<file path="src/rtl/fifo_rd_burst_drainer_pkg.sv">
// Shared types and constants for the read-side FIFO burst drainer.
package fifo_drain_pkg;

  typedef enum logic [1:0] {
    IDLE  = 2'd0,
    BURST = 2'd1,
    FLUSH = 2'd2
  } state_e;

  localparam int SKID_DEPTH = 2;
  localparam int OCC_W      = $clog2(SKID_DEPTH + 1);

endpackage

</file>
<file path="src/rtl/fifo_rd_burst_drainer_skid_buf2.sv">
// Two-entry output buffer carrying {last, data}; the upstream credit rule
// guarantees it is never written while full without a simultaneous pop.
module skid_buf2 import fifo_drain_pkg::*; #(
  parameter int W = 33
) (
  input  logic             clk,
  input  logic             rst_n,
  input  logic             in_valid,
  input  logic [W-1:0]     in_data,
  output logic             out_valid,
  output logic [W-1:0]     out_data,
  input  logic             out_ready,
  output logic [OCC_W-1:0] occ
);

  logic [W-1:0] head, tail;
  logic         pop;

  assign pop       = out_valid && out_ready;
  assign out_valid = (occ != '0);
  assign out_data  = head;

  always_ff @(posedge clk or negedge rst_n) begin
    if (!rst_n) begin
      occ  <= '0;
      head <= '0;
      tail <= '0;
    end else begin
      case (occ)
        OCC_W'(0): begin
          if (in_valid) begin
            head <= in_data;
            occ  <= OCC_W'(1);
          end
        end
        OCC_W'(1): begin
          if (in_valid && pop) begin
            head <= in_data;
          end else if (in_valid) begin
            tail <= in_data;
            occ  <= OCC_W'(2);
          end else if (pop) begin
            occ  <= OCC_W'(0);
          end
        end
        default: begin
          // Full: the older tail moves up; a concurrent capture refills the tail.
          if (pop) begin
            head <= tail;
            if (in_valid) tail <= in_data;
            else          occ  <= OCC_W'(1);
          end
        end
      endcase
    end
  end

endmodule

</file>
<file path="src/rtl/fifo_rd_burst_drainer.sv">
// Read-domain consumer: pulls fixed-length bursts from an async FIFO and
// presents them as a ready/valid stream with a last marker.
module fifo_rd_burst_drainer import fifo_drain_pkg::*; #(
  parameter int DATA_WIDTH = 32,
  parameter int BURST_LEN  = 16,
  parameter int BURST_MODE = 1,
  parameter int CNT_WIDTH  = 32
) (
  input  logic                  rd_clk,
  input  logic                  rd_rst_n,
  input  logic                  enable,
  output logic                  fifo_rd_en,
  input  logic [DATA_WIDTH-1:0] fifo_rd_data,
  input  logic                  fifo_empty,
  input  logic                  fifo_half_empty,
  output logic                  m_valid,
  output logic [DATA_WIDTH-1:0] m_data,
  output logic                  m_last,
  input  logic                  m_ready,
  output logic                  busy,
  output logic [CNT_WIDTH-1:0]  words_out
);

  localparam int             BCW      = $clog2(BURST_LEN + 1);
  localparam logic [BCW-1:0] LEN      = BCW'(BURST_LEN);
  localparam logic [BCW-1:0] LAST_IDX = BCW'(BURST_LEN - 1);

  state_e           state;
  logic [BCW-1:0]   issued, delivered;
  logic             inflight, inflight_last;
  logic [OCC_W-1:0] occ;
  logic             pop, start_ok, credit_ok;

  assign pop      = m_valid && m_ready;
  assign start_ok = (BURST_MODE != 0) ? !fifo_half_empty : !fifo_empty;
  // Words already owed to the skid (held + in flight), less the one leaving now.
  assign credit_ok = ({1'b0, occ} + {{OCC_W{1'b0}}, inflight})
                   < ((OCC_W+1)'(SKID_DEPTH) + {{OCC_W{1'b0}}, pop});
  assign fifo_rd_en = (state == BURST) && !fifo_empty && (issued < LEN) && credit_ok;
  assign busy       = (state != IDLE);

  always_ff @(posedge rd_clk or negedge rd_rst_n) begin
    if (!rd_rst_n) begin
      state         <= IDLE;
      issued        <= '0;
      delivered     <= '0;
      inflight      <= 1'b0;
      inflight_last <= 1'b0;
      words_out     <= '0;
    end else begin
      inflight      <= fifo_rd_en;
      // Order is preserved, so the issue index is also the delivered index.
      inflight_last <= fifo_rd_en && (issued == LAST_IDX);
      if (pop) words_out <= words_out + CNT_WIDTH'(1);
      case (state)
        IDLE: begin
          if (enable && start_ok) begin
            state     <= BURST;
            issued    <= '0;
            delivered <= '0;
          end
        end
        BURST: begin
          if (fifo_rd_en) issued <= issued + BCW'(1);
          if (pop) delivered <= delivered + BCW'(1);
          if (issued == LEN) state <= FLUSH;
        end
        FLUSH: begin
          if (pop) delivered <= delivered + BCW'(1);
          if (pop && delivered == LAST_IDX) state <= IDLE;
        end
        default: state <= IDLE;
      endcase
    end
  end

  skid_buf2 #(.W(DATA_WIDTH + 1)) u_skid (
    .clk       (rd_clk),
    .rst_n     (rd_rst_n),
    .in_valid  (inflight),
    .in_data   ({inflight_last, fifo_rd_data}),
    .out_valid (m_valid),
    .out_data  ({m_last, m_data}),
    .out_ready (m_ready),
    .occ       (occ)
  );

endmodule

</file>
<file path="config.mk">
export PLATFORM = sky130hd
export DESIGN_NAME = fifo_rd_burst_drainer
export DESIGN_NICKNAME = d
export VERILOG_FILES = /design/src/rtl/fifo_rd_burst_drainer_pkg.sv /design/src/rtl/fifo_rd_burst_drainer_skid_buf2.sv /design/src/rtl/fifo_rd_burst_drainer.sv
export SDC_FILE = /design/constraint.sdc
export NUM_CORES = 1
export LEC_CHECK = 0
export ABC_AREA = 1
export CAP_MARGIN = 20
export CORE_ASPECT_RATIO = 0.9
export CORE_MARGIN = 1
export CORE_UTILIZATION = 29
export DETAILED_ROUTE_END_ITERATION = 12
export GPL_TIMING_DRIVEN = 0
export SYNTH_ARGS = -nofsm -noshare
export SYNTH_HDL_FRONTEND = slang
export SYNTH_SLANG_ARGS = --single-unit
</file>
<file path="constraint.sdc">
create_clock -name rd_clk -period 1.8 [get_ports rd_clk]
set_input_delay 0.18 -clock rd_clk [delete_from_list [all_inputs] [get_ports rd_clk]]
set_output_delay 0.18 -clock rd_clk [all_outputs]
set_load 0.02 [all_outputs]
</file>
# Word-level counts from Yosys, hierarchy flattened
# Index checks and enable logic that the tools add are counted.
[op_classes]
n_reduce_logical = 25
n_mux = 24
div = 0
order_cmp = 2
shifts = 0
bitwise = 1
eq_ne = 16
mul = 0
add_sub_neg = 5
[op_table]
columns = ["op", "n"]
rows = [
  ["33-bit two-way mux", 6],
  ["33-bit case mux with 2 select lines", 2],
  ["32-bit by 1-bit adder with 32-bit output, second input constant", 1],
  ["5-bit case mux with 2 select lines", 2],
  ["2-bit two-way mux", 9],
  ["5-bit two-way mux", 3],
  ["3-bit AND reduction", 5],
  ["5-bit by 1-bit adder with 5-bit output, second input constant", 2],
  ["5-bit by 4-bit == test with 1-bit output, second input constant", 2],
  ["2-bit inequality test, second input constant", 5],
  ["2-bit nonzero test", 5],
  ["1-bit logical AND", 8],
  ["2-bit by 1-bit inequality test with 1-bit output, second input constant", 3],
  ["2-bit case mux with 3 select lines", 1],
  ["5-bit == test, second input constant", 1],
  ["5-bit < comparator, second input constant", 1],
  ["5-bit AND reduction", 1],
  ["2-bit by 1-bit == test with 1-bit output, second input constant", 2],
  ["2-bit logical NOT", 2],
  ["2-bit case mux with 2 select lines", 1],
  ["2-bit by 1-bit adder with 3-bit output", 1],
  ["2-bit by 1-bit adder with 3-bit output, first input constant", 1],
  ["3-bit < comparator", 1],
  ["3-bit by 1-bit inequality test with 1-bit output, second input constant", 1],
  ["other kinds (6)", 7],
]
[totals]
word_cells = 82
ramBits = 0
output_inout_bits = 68
latchBits = 0
inputBits = 38
romBits = 0
reg_bits = 114
n_memories = 0

# Depth between registers and ports, before layout
# Gate-level depths: netlist of run 1.
[depth]
depth_word = 7
mapped_depth = 10
mapped_depth_nobuf = 10

# Modules after synthesis
# From an unflattened synthesis of run 1, not the netlist that was laid out.
[unflattened]
hier_cells = 731
hier_area_um2 = 5810.6
[by_module_without_submodules]
columns = ["mod", "area_each_um2", "seq_area_each_um2", "cells_each", "instances"]
rows = [
  ["skid_buf2", 3171.8, 1701.6, 409, 1],
  ["fifo_rd_burst_drainer", 2638.8, 1151.1, 322, 1],
]

# Least setup slack after synthesis of run 1
# OpenSTA, ideal clock, no wires.
[synth_timing]
kind = "reg-to-reg"
from = "register state[0]"
to = "register issued[1]"
path_slack_ns = 0.188
setup_time_ns = 0.117
arrival_ns = 1.495
stages_incl_launch_ff = 9
path_cell_list = "dfrtp_1 -> inv_1 -> ha_1 -> inv_1 -> a21oi_1 -> a21oi_1 -> nand2_1 -> nand2_1 -> nand2_1"
[synth_via]
elab_chain_len = 6
elab_cells_between_ends = 10
cone_classes = "eq/ne (3); mux (1); reduce/logical (6)"
[synth_lines]
columns = ["item", "line_no", "rtl"]
rows = [
  ["start: declaration", "fifo_rd_burst_drainer.sv:28", "state_e state;"],
  ["start signal: assignment", "fifo_rd_burst_drainer.sv:44", "state <= IDLE;"],
  ["start signal: assignment", "fifo_rd_burst_drainer.sv:58", "state <= BURST;"],
  ["start signal: assignment", "fifo_rd_burst_drainer.sv:66", "if (issued == LEN) state <= FLUSH;"],
  ["2-bit by 1-bit == test with 1-bit output", "fifo_rd_burst_drainer.sv:39, fifo_rd_burst_drainer.sv:55", ""],
  ["1-bit logical AND (3 in a row)", "fifo_rd_burst_drainer.sv:39", "assign fifo_rd_en = (state == BURST) && !fifo_empty && (issued < LEN) && credit_ok;"],
  ["2-bit inequality test (no line)", "--", ""],
  ["3-bit AND reduction (no line)", "--", ""],
  ["end signal: assignment", "fifo_rd_burst_drainer.sv:64", "if (fifo_rd_en) issued <= issued + BCW'(1);"],
  ["end: declaration", "fifo_rd_burst_drainer.sv:29", "logic [BCW-1:0] issued, delivered;"],
]
# Several ways; a longest one is shown, not always the timed one.
# A chain may end at the register's enable or synchronous reset.

# Worst setup path in the final report of run 1
[layout_timing]
from = "register inflight"
to = "output fifo_rd_en"
[layout_via]
elab_chain_len = 3
[layout_lines]
columns = ["item", "line_no", "rtl"]
rows = [
  ["start: declaration", "fifo_rd_burst_drainer.sv:30", "logic inflight, inflight_last;"],
  ["start signal: assignment", "fifo_rd_burst_drainer.sv:51", "inflight <= fifo_rd_en;"],
  ["2-bit by 1-bit adder with 3-bit output", "fifo_rd_burst_drainer.sv:37", "assign credit_ok = ({1'b0, occ} + {{OCC_W{1'b0}}, inflight})"],
  ["3-bit < comparator", "fifo_rd_burst_drainer.sv:38", "< ((OCC_W+1)'(SKID_DEPTH) + {{OCC_W{1'b0}}, pop});"],
  ["1-bit logical AND", "fifo_rd_burst_drainer.sv:39", ""],
  ["end: declaration", "fifo_rd_burst_drainer.sv:12", "output logic fifo_rd_en,"],
]
# No other way between the ends.

==> results by group, run 1 <==
Status
  • Status: complete, but fails checks
  • Failing checks: setup timing

Detailed routing
  • Drt via density: 4.41
  • WL/cell: 12.8 um
  • TritonRoute pass-1 iters: 4
  • Final ANT Viol Nets: 0
  • Vias: 4758
  • First DRT Iteration DRCs: 235
  • Final WL: 13800 um
  • Residual DRC: 0

Die
  • I/O pin cnt: 106
  • Core area: 0.0192 mm^2
  • Starting density of the core: 29.6%
  • Die height: 135 um
  • DIE WIDTH: 150 um
  • Die area: 0.0202 mm^2
  • # rows: 48

Synthesis
  • Post-synth cell types: 33
  • Cell area after synthesis: 0.00570 mm^2
  • Seq cells post-synth: 114
  • Top FF cell, synth: dfrtp_1
  • Register area share after synthesis: 50.1%
  • EDFF count, synth: 0
  • Synthesized area per cell: 8.33 um^2
  • Post-synth ARST share: 100%
  • Synth warn: 0
  • Syn nets: 735
  • Syn Inst Count: 684

Setup path
  • CP cell instances: ha_2, ha_2, nor2_1, nand2_1, nor2_1, nand2_1, inv_2, buf_6
  • Setup Crit Path Kind: reg -> out
  • Startpoint types: flop
  • Critical path arrival: 1.68 ns
  • CP Capture Type: primary output
  • CP Max Fanout: 3
  • Worst path slowest cell: dfrtp_1
  • CP Data Required Time: 1.62 ns
  • CP max stage delay: 0.38 ns

STA
  • Worst-Margin Slew: 0.544 ns
  • Final setup violation count: 1
  • Max Fclk: 536 MHz
  • Crit share post-route: 104%
  • Slew Viols, Final: 0
  • Tmin final: 1.86 ns
  • Fin worst setup slack: -0.0646 ns
  • Clk_skew: 0.00777 ns
  • Final hold violations: 0
  • Normalized max-slew margin: 63.7%
  • RSZ-0062 raised after global routing: yes

Clocking
  • Root Buffer: clkbuf_16
  • TritonCTS clock tree: yes
  • Clock Sinks: 114
  • Clk buf depth: 2
  • CTS HTree Levels: 4
  • Worst-path clk slew: 0.06 ns
  • Num CTS Buffers: 17
  • Clk Latency, worst-skew pair: 0.42 ns

Placed design
  • PortBufs: 105
  • GPL Wtd Cong: 0.747
  • Hpwl dp: 9790 um
  • Cell total after placement: 1040
  • Placement Cell Area: 0.00709 mm^2

GRT
  • Largest net degree at the start of global routing: 87
  • Global-route wire length before repair: 23200 um
  • Initial antenna violation count: 0
  • GRT overflow: 0
  • Vias in the first global route: 4655
  • GRT Overall Usage: 14.7%

Final layout
  • Final non-filler cell total: 1078
  • Util after Layout: 40.5%
  • Synth-to-Final Area Change: 36.6%
  • Layout net count: 866
  • Layout cells sized above 1: 10.7%
  • Most frequent cells in the layout: nand2_1, dfrtp_1, clkdlybuf4s50_1, inv_1, nor2_1
  • Post-route cell area: 0.00779 mm^2
  • ANT cells: 0
  • Commonest non-fill, non-tap cell in the layout: nand2_1

Min path
  • Hold Path Class: in -> async

Power
  • Worst VDD drop: 0.684 mV
  • Leakage power: 3.60 nW
  • PD cells: 1470 mW/mm^2

Run
  • Max Cap Viol: 0
==> cell type report <==
cell class,instances,area (um^2)
Timing Repair Buffer,112,1120
Clock buffer,20,437
Clock inverter,12,184
Inverter,94,358
Tap cell,250,313
Sequential cell,114,2850
Buffer,23,155
Multi-Input combinational cell,453,2360
Fill cell,1958,11400
==> where the power goes <==
group	internal, mW	switching (mW)	total (mW)
clock network	2.32	1.23	3.55
registers	3.43	0.521	3.96
logic	1.76	2.17	3.93
total	7.52	3.92	11.4
==> state kept, by name, summed over array words and instances (netlist names) <==
register and flops:
inflight_last 1, words_out 32, inflight 1, u_skid.tail 33
state 2, delivered 5, u_skid.occ 2, issued 5
u_skid.out_data 33
==> what timing repair did <==
action | CTS | global route
pin swaps | 1 | 4
setup buffers | 0 | 5
resized for setup | 10 | 9
hold buffers | 1 | 0
setup endpoints to repair | 8 | 7
hold endpoints to repair | 28 | 0
==> critical path: cells and delay by family, from the launching register on <==
family / cells / cell delay, ns
buffers and inverters: 2 / 0.20
adders and majority gates: 2 / 0.33
and+or+nand+nor: 4 / 0.35
DFF: 1 / 0.38
==> kinds of logic (layout without fill, tap and decap cells) <==
group,after synthesis,count (layout),synth area share [%]
mux,1,1,0.176
fa+ha+maj,13,13,2.85
simple gates,340,340,26.3
xor+xnor,18,18,2.77
buf+inv,117,261,9.00
flops,114,114,50.1
compound gates,81,81,8.83
==> cell usage after synthesis (2+ instances only) <==
cell	instances	area share (%)
inv_1	92	6.1
nor3_1	3	0.26
a21oi_2	2	0.31
ha_1	13	2.9
nand4_1	12	1.3
o21ai_0	25	2.2
nand2_1	200	13
nor2_4	8	1.6
clkbuf_1	8	0.53
nor2_1	66	4.3
buf_2	7	0.61
xor2_1	11	1.7
a21oi_1	3	0.26
a31oi_1	33	3.6
nand3_4	2	0.61
xnor2_1	7	1.1
nand3_1	40	3.5
buf_6	8	1.6
nand3b_1	4	0.53
dfrtp_1	114	50
o21ai_2	10	1.5
o21ai_1	5	0.44
==> path summary, 6_finish.rpt <==
kind / to / startpoint / cells past startpoint / slack (ns)
max: fifo_rd_en / inflight / 8 / -0.06
min: u_skid.out_data[2] / rd_rst_n / 2 / 0.21
max reg2reg: u_skid.tail[16] / u_skid.occ[1] / 8 / 0.15
min reg2reg: u_skid.tail[27] / u_skid.tail[27] / 2 / 0.48
max in group asynchronous: words_out[18] / rd_rst_n / 3 / 0.86
min in group rd_clk: u_skid.tail[25] / fifo_rd_data[25] / 3 / 0.36
==> metrics by stage <==
step                      setup slack, ns  TNS (ns)  total power, mW  hold WS, ns
after detailed placement           -0.184     -2.19             7.85       0.0711
after global routing               -0.202    -0.488             12.3        0.227
final                             -0.0646   -0.0646             11.4        0.207
after floorplan                     0.188         0             6.26       -0.116
after global placement              -4.12   -469.74             7.78        0.464
after CTS                          -0.138    -0.259             11.4        0.202
==> per-layer routing <==
metal | vias up | GRT usage [%] | part of all wire [%]
li1 | 2432 | - | -
met1 | 2200 | 19.6 | 48
met2 | 114 | 23.3 | 45
met3 | 12 | 3.58 | 5.8
met4 | 0 | 5.05 | 1.1
met5 | - | 0 | 0
(Power assumes the default switching activity.)
==> run 2, diff against run 1 <==
PLACE_DENSITY_LB_ADDON = 0.12   (was not set)
==> results by group, run 2 (synthesis results as in run 1) <==
Status
  • Status: complete, but fails checks
  • Failing checks: setup timing

STA
  • Max Fclk: 554 MHz (+3.3%)
  • Normalized max-slew margin: 66.6% (+2.8 points)
  • Final setup violation count: 1 (unchanged)
  • Fin worst setup slack: -0.00569 ns (+0.0589 ns)
  • Final hold violations: 0 (unchanged)
  • Slew Viols, Final: 0 (unchanged)
  • RSZ-0062 raised after global routing: yes
  • Tmin final: 1.81 ns (-0.0589 ns)
  • Clk_skew: 0.00880 ns (+0.00103 ns)
  • Worst-Margin Slew: 0.501 ns (-0.0427 ns)
  • Crit share post-route: 100% (-3.3 points)

Setup path
  • Startpoint types: flop
  • Setup Crit Path Kind: reg -> out
  • CP Capture Type: primary output
  • CP Max Fanout: 3 (unchanged)
  • R2R depth: 11 (+3)
  • CP Data Required Time: 1.62 ns (about the same)
  • Critical path arrival: 1.63 ns (-0.05 ns)

Detailed routing
  • Residual DRC: 0 (unchanged)
  • Final ANT Viol Nets: 0 (unchanged)
  • First DRT Iteration DRCs: 203 (-14%)
  • Drt via density: 4.45 (+0.74%)
  • WL/cell: 13.3 um (+3.5%)
  • Vias: 4793 (+0.74%)
  • Final WL: 14300 um (+3.5%)
  • TritonRoute pass-1 iters: 4 (unchanged)

GRT
  • Global Route met1 Usage: 18.8% (-0.86 points)
  • Met3 Use GR: 4.22% (+0.64 points)
  • Vias in the first global route: 4824 (+3.6%)
  • Initial antenna violation count: 0 (unchanged)
  • Global-route wire length before repair: 24000 um (+3.5%)
  • GRT overflow: 0 (unchanged)
  • Top Usage Layer GRT: met2
  • GRT Overall Usage: 15.3% (+0.52 points)
  • Met2 Use GR: 25.4% (+2.1 points)
  • Largest net degree at the start of global routing: 85 (-2.3%)

Die
  • Die area: 0.0202 mm^2 (unchanged)
  • Die height: 135 um (unchanged)
  • DIE WIDTH: 150 um (unchanged)
  • Core area: 0.0192 mm^2 (unchanged)
  • # rows: 48 (unchanged)
  • I/O pin cnt: 106 (unchanged)
  • Starting density of the core: 29.6% (unchanged)

Final layout
  • Util after Layout: 40.6% (+0.098 points)
  • Synth-to-Final Area Change: 37.0%
  • Fill cells: 1943 (-0.77%)
  • Most frequent cells in the layout: nand2_1, dfrtp_1, clkdlybuf4s50_1, inv_1, nor2_1
  • Layout net count: 866 (unchanged)
  • Post-route cell area: 0.00780 mm^2 (+0.24%)
  • Final non-filler cell total: 1078 (unchanged)
  • Seq. cell area: 0.00285 mm^2 (about the same)
  • Commonest non-fill, non-tap cell in the layout: nand2_1
  • Layout cells sized above 1: 11.4% (+0.60 points)
  • Area taken by multi-input logic gates: 0.00238 mm^2 (+0.74%)
  • ANT cells: 0 (unchanged)

Power
  • PD cells: 1470 mW/mm^2 (about the same)
  • Leakage power: 3.62 nW (+0.58%)
  • Power, Total: 11.5 mW (+0.31%)
  • Worst VDD drop: 0.858 mV (+25%)

Clocking
  • Clk Latency, worst-skew pair: 0.42 ns (about the same)
  • Clock Sinks: 114 (unchanged)
  • CTS HTree Levels: 4 (unchanged)
  • Worst-path clk slew: 0.06 ns (about the same)
  • TritonCTS clock tree: yes
  • Clk buf depth: 2 (unchanged)
  • Num CTS Buffers: 17 (unchanged)
  • Root Buffer: clkbuf_16

Run
  • Max Cap Viol: 0 (unchanged)

Placed design
  • PortBufs: 105 (unchanged)
  • Placement Cell Area: 0.00709 mm^2 (unchanged)
  • Hpwl dp: 10200 um (+4.6%)
  • GPL Wtd Cong: 0.777 (+4.0%)
  • Cell total after placement: 1040 (unchanged)

Min path
  • Hold Path Class: in -> async
-- run 2: layout make-up --
| cell class | count | share of cell area (%) |
|---|---|---|
| Sequential cell | 114 | 36.6 |
| Multi-Input combinational cell | 453 | 30.5 |
| Timing Repair Buffer | 112 | 14.4 |
| Clock buffer | 19 | 5.55 |
| Inverter | 94 | 4.58 |
| Tap cell | 250 | 4.01 |
| Clock inverter | 13 | 2.37 |
| Buffer | 23 | 1.99 |
-- run 2: path summary, 6_finish.rpt --
| check | start | end | slack [ns] |
|---|---|---|---|
| max | u_skid.occ[0] | fifo_rd_en | -0.006 |
| min | rd_rst_n | u_skid.out_data[3] | 0.21 |
| min in group rd_clk | fifo_rd_data[25] | u_skid.tail[25] | 0.34 |
| min reg2reg | u_skid.tail[31] | u_skid.tail[31] | 0.48 |
| max in group asynchronous | rd_rst_n | state[0] | 0.84 |
| max reg2reg | u_skid.occ[0] | issued[3] | 0.10 |
-- run 2: metrics by stage --
| step | setup slack (ns) | TNS (ns) | hold WS [ns] |
|---|---|---|---|
| after floorplan | 0.188 | 0 | -0.116 |
| after global placement | -4.14 | -471.25 | 0.465 |
| after detailed placement | -0.224 | -3.05 | 0.0793 |
| after CTS | -0.133 | -0.291 | 0.206 |
| after global routing | -0.109 | -0.267 | 0.213 |
| final | -0.00569 | -0.00569 | 0.205 |
-- run 2: where the power goes --
part / total [mW] / internal, mW / leakage [nW] / switching (mW)
sequential: 3.97 / 3.44 / 1.41 / 0.534
combinational: 3.94 / 1.74 / 1.91 / 2.20
clock: 3.56 / 2.32 / 0.297 / 1.24
total: 11.5 / 7.50 / 3.62 / 3.98
-- run 2: what timing repair did --
item	4_1_cts	5_1_grt
hold buffers	1	0
buffers inserted	1	4
setup endpoints to repair	8	19
hold endpoints to repair	30	0
resized for setup	12	13
pin swaps	1	1
-- run 2: layer usage --
metal | up-vias | part of all wire [%]
li1 | 2436 | -
met4 | 0 | 1.6
met2 | 110 | 47
met5 | - | 0
met1 | 2230 | 46
met3 | 17 | 4.9
-- run 2: critical path, stage by stage, from the launching register on --
cell and delay, ns:
dfrtp_1 0.39, ha_2 0.19, ha_4 0.15, nor2_2 0.06, nand2_1 0.05, nor2_1 0.08, nand2_1 0.10, inv_2 0.09
buf_6 0.11
==> run 3, diff against run 2 <==
CORE_MARGIN = 5   (was 1)
==> results by group, run 3 (synthesis results as in run 1) <==
Final layout
  • Synth-to-Final Area Change: 37.2%
  • Layout net count: 868 (+0.23%)
  • Layout cells sized above 1: 11.7% (+0.33 points)
  • Final non-filler cell total: 1080 (+0.19%)
  • ANT cells: 0 (unchanged)
  • Util after Layout: 40.6% (-0.055 points)
  • Most frequent cells in the layout: nand2_1, dfrtp_1, clkdlybuf4s50_1, inv_1, nor2_1
  • Commonest non-fill, non-tap cell in the layout: nand2_1
  • Post-route cell area: 0.00782 mm^2 (+0.18%)

Detailed routing
  • First DRT Iteration DRCs: 220 (+8.4%)
  • TritonRoute pass-1 iters: 4 (unchanged)
  • WL/cell: 13.7 um (+3.1%)
  • Vias: 4751 (-0.88%)
  • Final ANT Viol Nets: 0 (unchanged)
  • Residual DRC: 0 (unchanged)
  • Final WL: 14800 um (+3.3%)
  • Drt via density: 4.40 (-1.1%)

Status
  • Failing checks: setup timing
  • Status: complete, but fails checks

Power
  • Sw Ratio: 35.2% (+0.51 points)
  • PD cells: 1460 mW/mm^2 (-0.70%)
  • P_sw: 4.01 mW (+0.92%)
  • Worst VDD drop: 0.724 mV (-16%)
  • Register share of total power: 34.9% (+0.3 points)
  • Power Internal: 7.40 mW (-1.3%)
  • Power share of the combinational group: 35.1% (+0.7 points)
  • Power, Total: 11.4 mW (-0.53%)
  • Power share of the clock group: 30.0% (-1.0 points)
  • Leakage power: 3.59 nW (-0.66%)

STA
  • Clk_skew: 0.00829 ns (-0.000512 ns)
  • Normalized max-slew margin: 65.7% (-0.92 points)
  • Crit share post-route: 103% (+3.1 points)
  • Max Fclk: 537 MHz (-3.0%)
  • Tmin final: 1.86 ns (+0.0562 ns)
  • Fin worst setup slack: -0.0619 ns (-0.0562 ns)
  • Final hold violations: 0 (unchanged)
  • Worst-Margin Slew: 0.515 ns (+0.0138 ns)
  • Slew Viols, Final: 0 (unchanged)
  • Final setup violation count: 1 (unchanged)
  • RSZ-0062 raised after global routing: yes

Setup path
  • CP Data Required Time: 1.62 ns (about the same)
  • CP cell instances: buf_4, buf_4, inv_1, nand2_4, nand3b_1, nand2_1, nand2_1, inv_2, buf_6
  • R2r setup slk: 0.09 ns (about the same)
  • Critical path arrival: 1.68 ns (+0.05 ns)
  • CP Buf/Inv Count: 5 (+3)
  • Crit path from: u_skid.occ[0]
  • CP max stage delay: 0.39 ns (about the same)
  • Crit-path leading delay family: buffers and inverters
  • Worst R2R Start: u_skid.occ[0]
  • Setup Crit Path Kind: reg -> out
  • CP Capture Type: primary output
  • CP Max Fanout: 4 (+1)
  • Worst path slowest cell: dfrtp_1
  • Startpoint types: flop

Die
  • I/O pin cnt: 106 (unchanged)
  • Die height: 143 um (+5.9%)
  • Die area: 0.0226 mm^2 (+12%)
  • Starting density of the core: 29.6% (-0.092 points)
  • DIE WIDTH: 158 um (+5.3%)
  • Core area: 0.0193 mm^2 (+0.31%)
  • # rows: 48 (unchanged)

Placed design
  • Hpwl dp: 10600 um (+3.4%)
  • Pre-CTS setup slack: -0.246 ns (-0.0212 ns)
  • Cell total after placement: 1040 (unchanged)
  • PortBufs: 105 (unchanged)
  • Placement Cell Area: 0.00709 mm^2 (unchanged)
  • GPL Wtd Cong: 0.789 (+1.6%)

GRT
  • GRT Overall Usage: 13.7% (-1.6 points)
  • Largest net degree at the start of global routing: 85 (unchanged)
  • Vias in the first global route: 4813 (-0.23%)
  • GRT overflow: 0 (unchanged)
  • Initial antenna violation count: 0 (unchanged)
  • Global-route wire length before repair: 24600 um (+2.6%)

Clocking
  • TritonCTS clock tree: yes
  • Num CTS Buffers: 17 (unchanged)
  • Root Buffer: clkbuf_16
  • Clock Sinks: 114 (unchanged)
  • CTS HTree Levels: 4 (unchanged)
  • Clk Latency, worst-skew pair: 0.41 ns (about the same)
  • Clk buf depth: 2 (unchanged)
  • Worst-path clk slew: 0.06 ns (about the same)

Run
  • Max Cap Viol: 0 (unchanged)

Min path
  • Hold Path Class: in -> async
run 3: cell count changes in the layout (fill, tap and decap cells not counted), sizes merged:
| cell | change |
|---|---|
| bufinv | -2 |
| clkinvlp | +4 |
| buf | +1 |
| clkinv | -4 |
| clkbuf | +3 |
run 3: cell type report:
class / count / area, um^2
clock inverters: 11 / 128
inverters: 94 / 358
multi-input cells: 453 / 2390
clock buffers: 21 / 480
plain buffers: 23 / 160
repair buffers: 114 / 1140
fillers: 1921 / 11500
well taps: 250 / 313
flip-flops and latches: 114 / 2850
run 3: power by group through the flow:
stage               sequential [mW]  combinational [mW]  clock [mW]
finish                         3.98                4.01        3.43
global route                   4.10                4.41        3.63
CTS                            3.98                3.96        3.52
detailed placement             4.02                3.90           0
global placement               3.99                3.84           0
floorplan                      4.44                1.83           0
run 3: what timing repair did:
item,4_1_cts,5_1_grt
hold endpoints to repair,30,0
gates resized for setup,10,18
pin swaps,0,2
hold buffers,1,0
buffers inserted,3,4
endpoints found under the setup margin,8,13
run 3: per-stage QoR:
stage / hold slack [ns] / TNS, ns
6_report: 0.208 / -0.0619
4_1_cts: 0.206 / -0.544
3_5_place_dp: 0.0775 / -1.34
5_1_grt: 0.254 / -0.383
2_1_floorplan: -0.116 / 0
3_3_place_gp: 0.465 / -474.64
run 3: path summary, 6_finish.rpt:
kind	end	cells past startpoint
worst max-delay path	fifo_rd_en	9
worst min-delay path	u_skid.out_data[2]	2
worst max register to register	u_skid.out_data[28]	8
worst min register to register	u_skid.tail[23]	2
max in group asynchronous	u_skid.out_data[27]	3
min in group rd_clk	u_skid.tail[27]	3
run 3: routing by layer:
metal / vias up / GRT usage, % / routed length [um]
li1: 2438 / - / -
met1: 2201 / 18.0 / 6900
met2: 97 / 22.3 / 6970
met3: 15 / 3.58 / 726
met4: 0 / 4.07 / 162
met5: - / 0 / 0
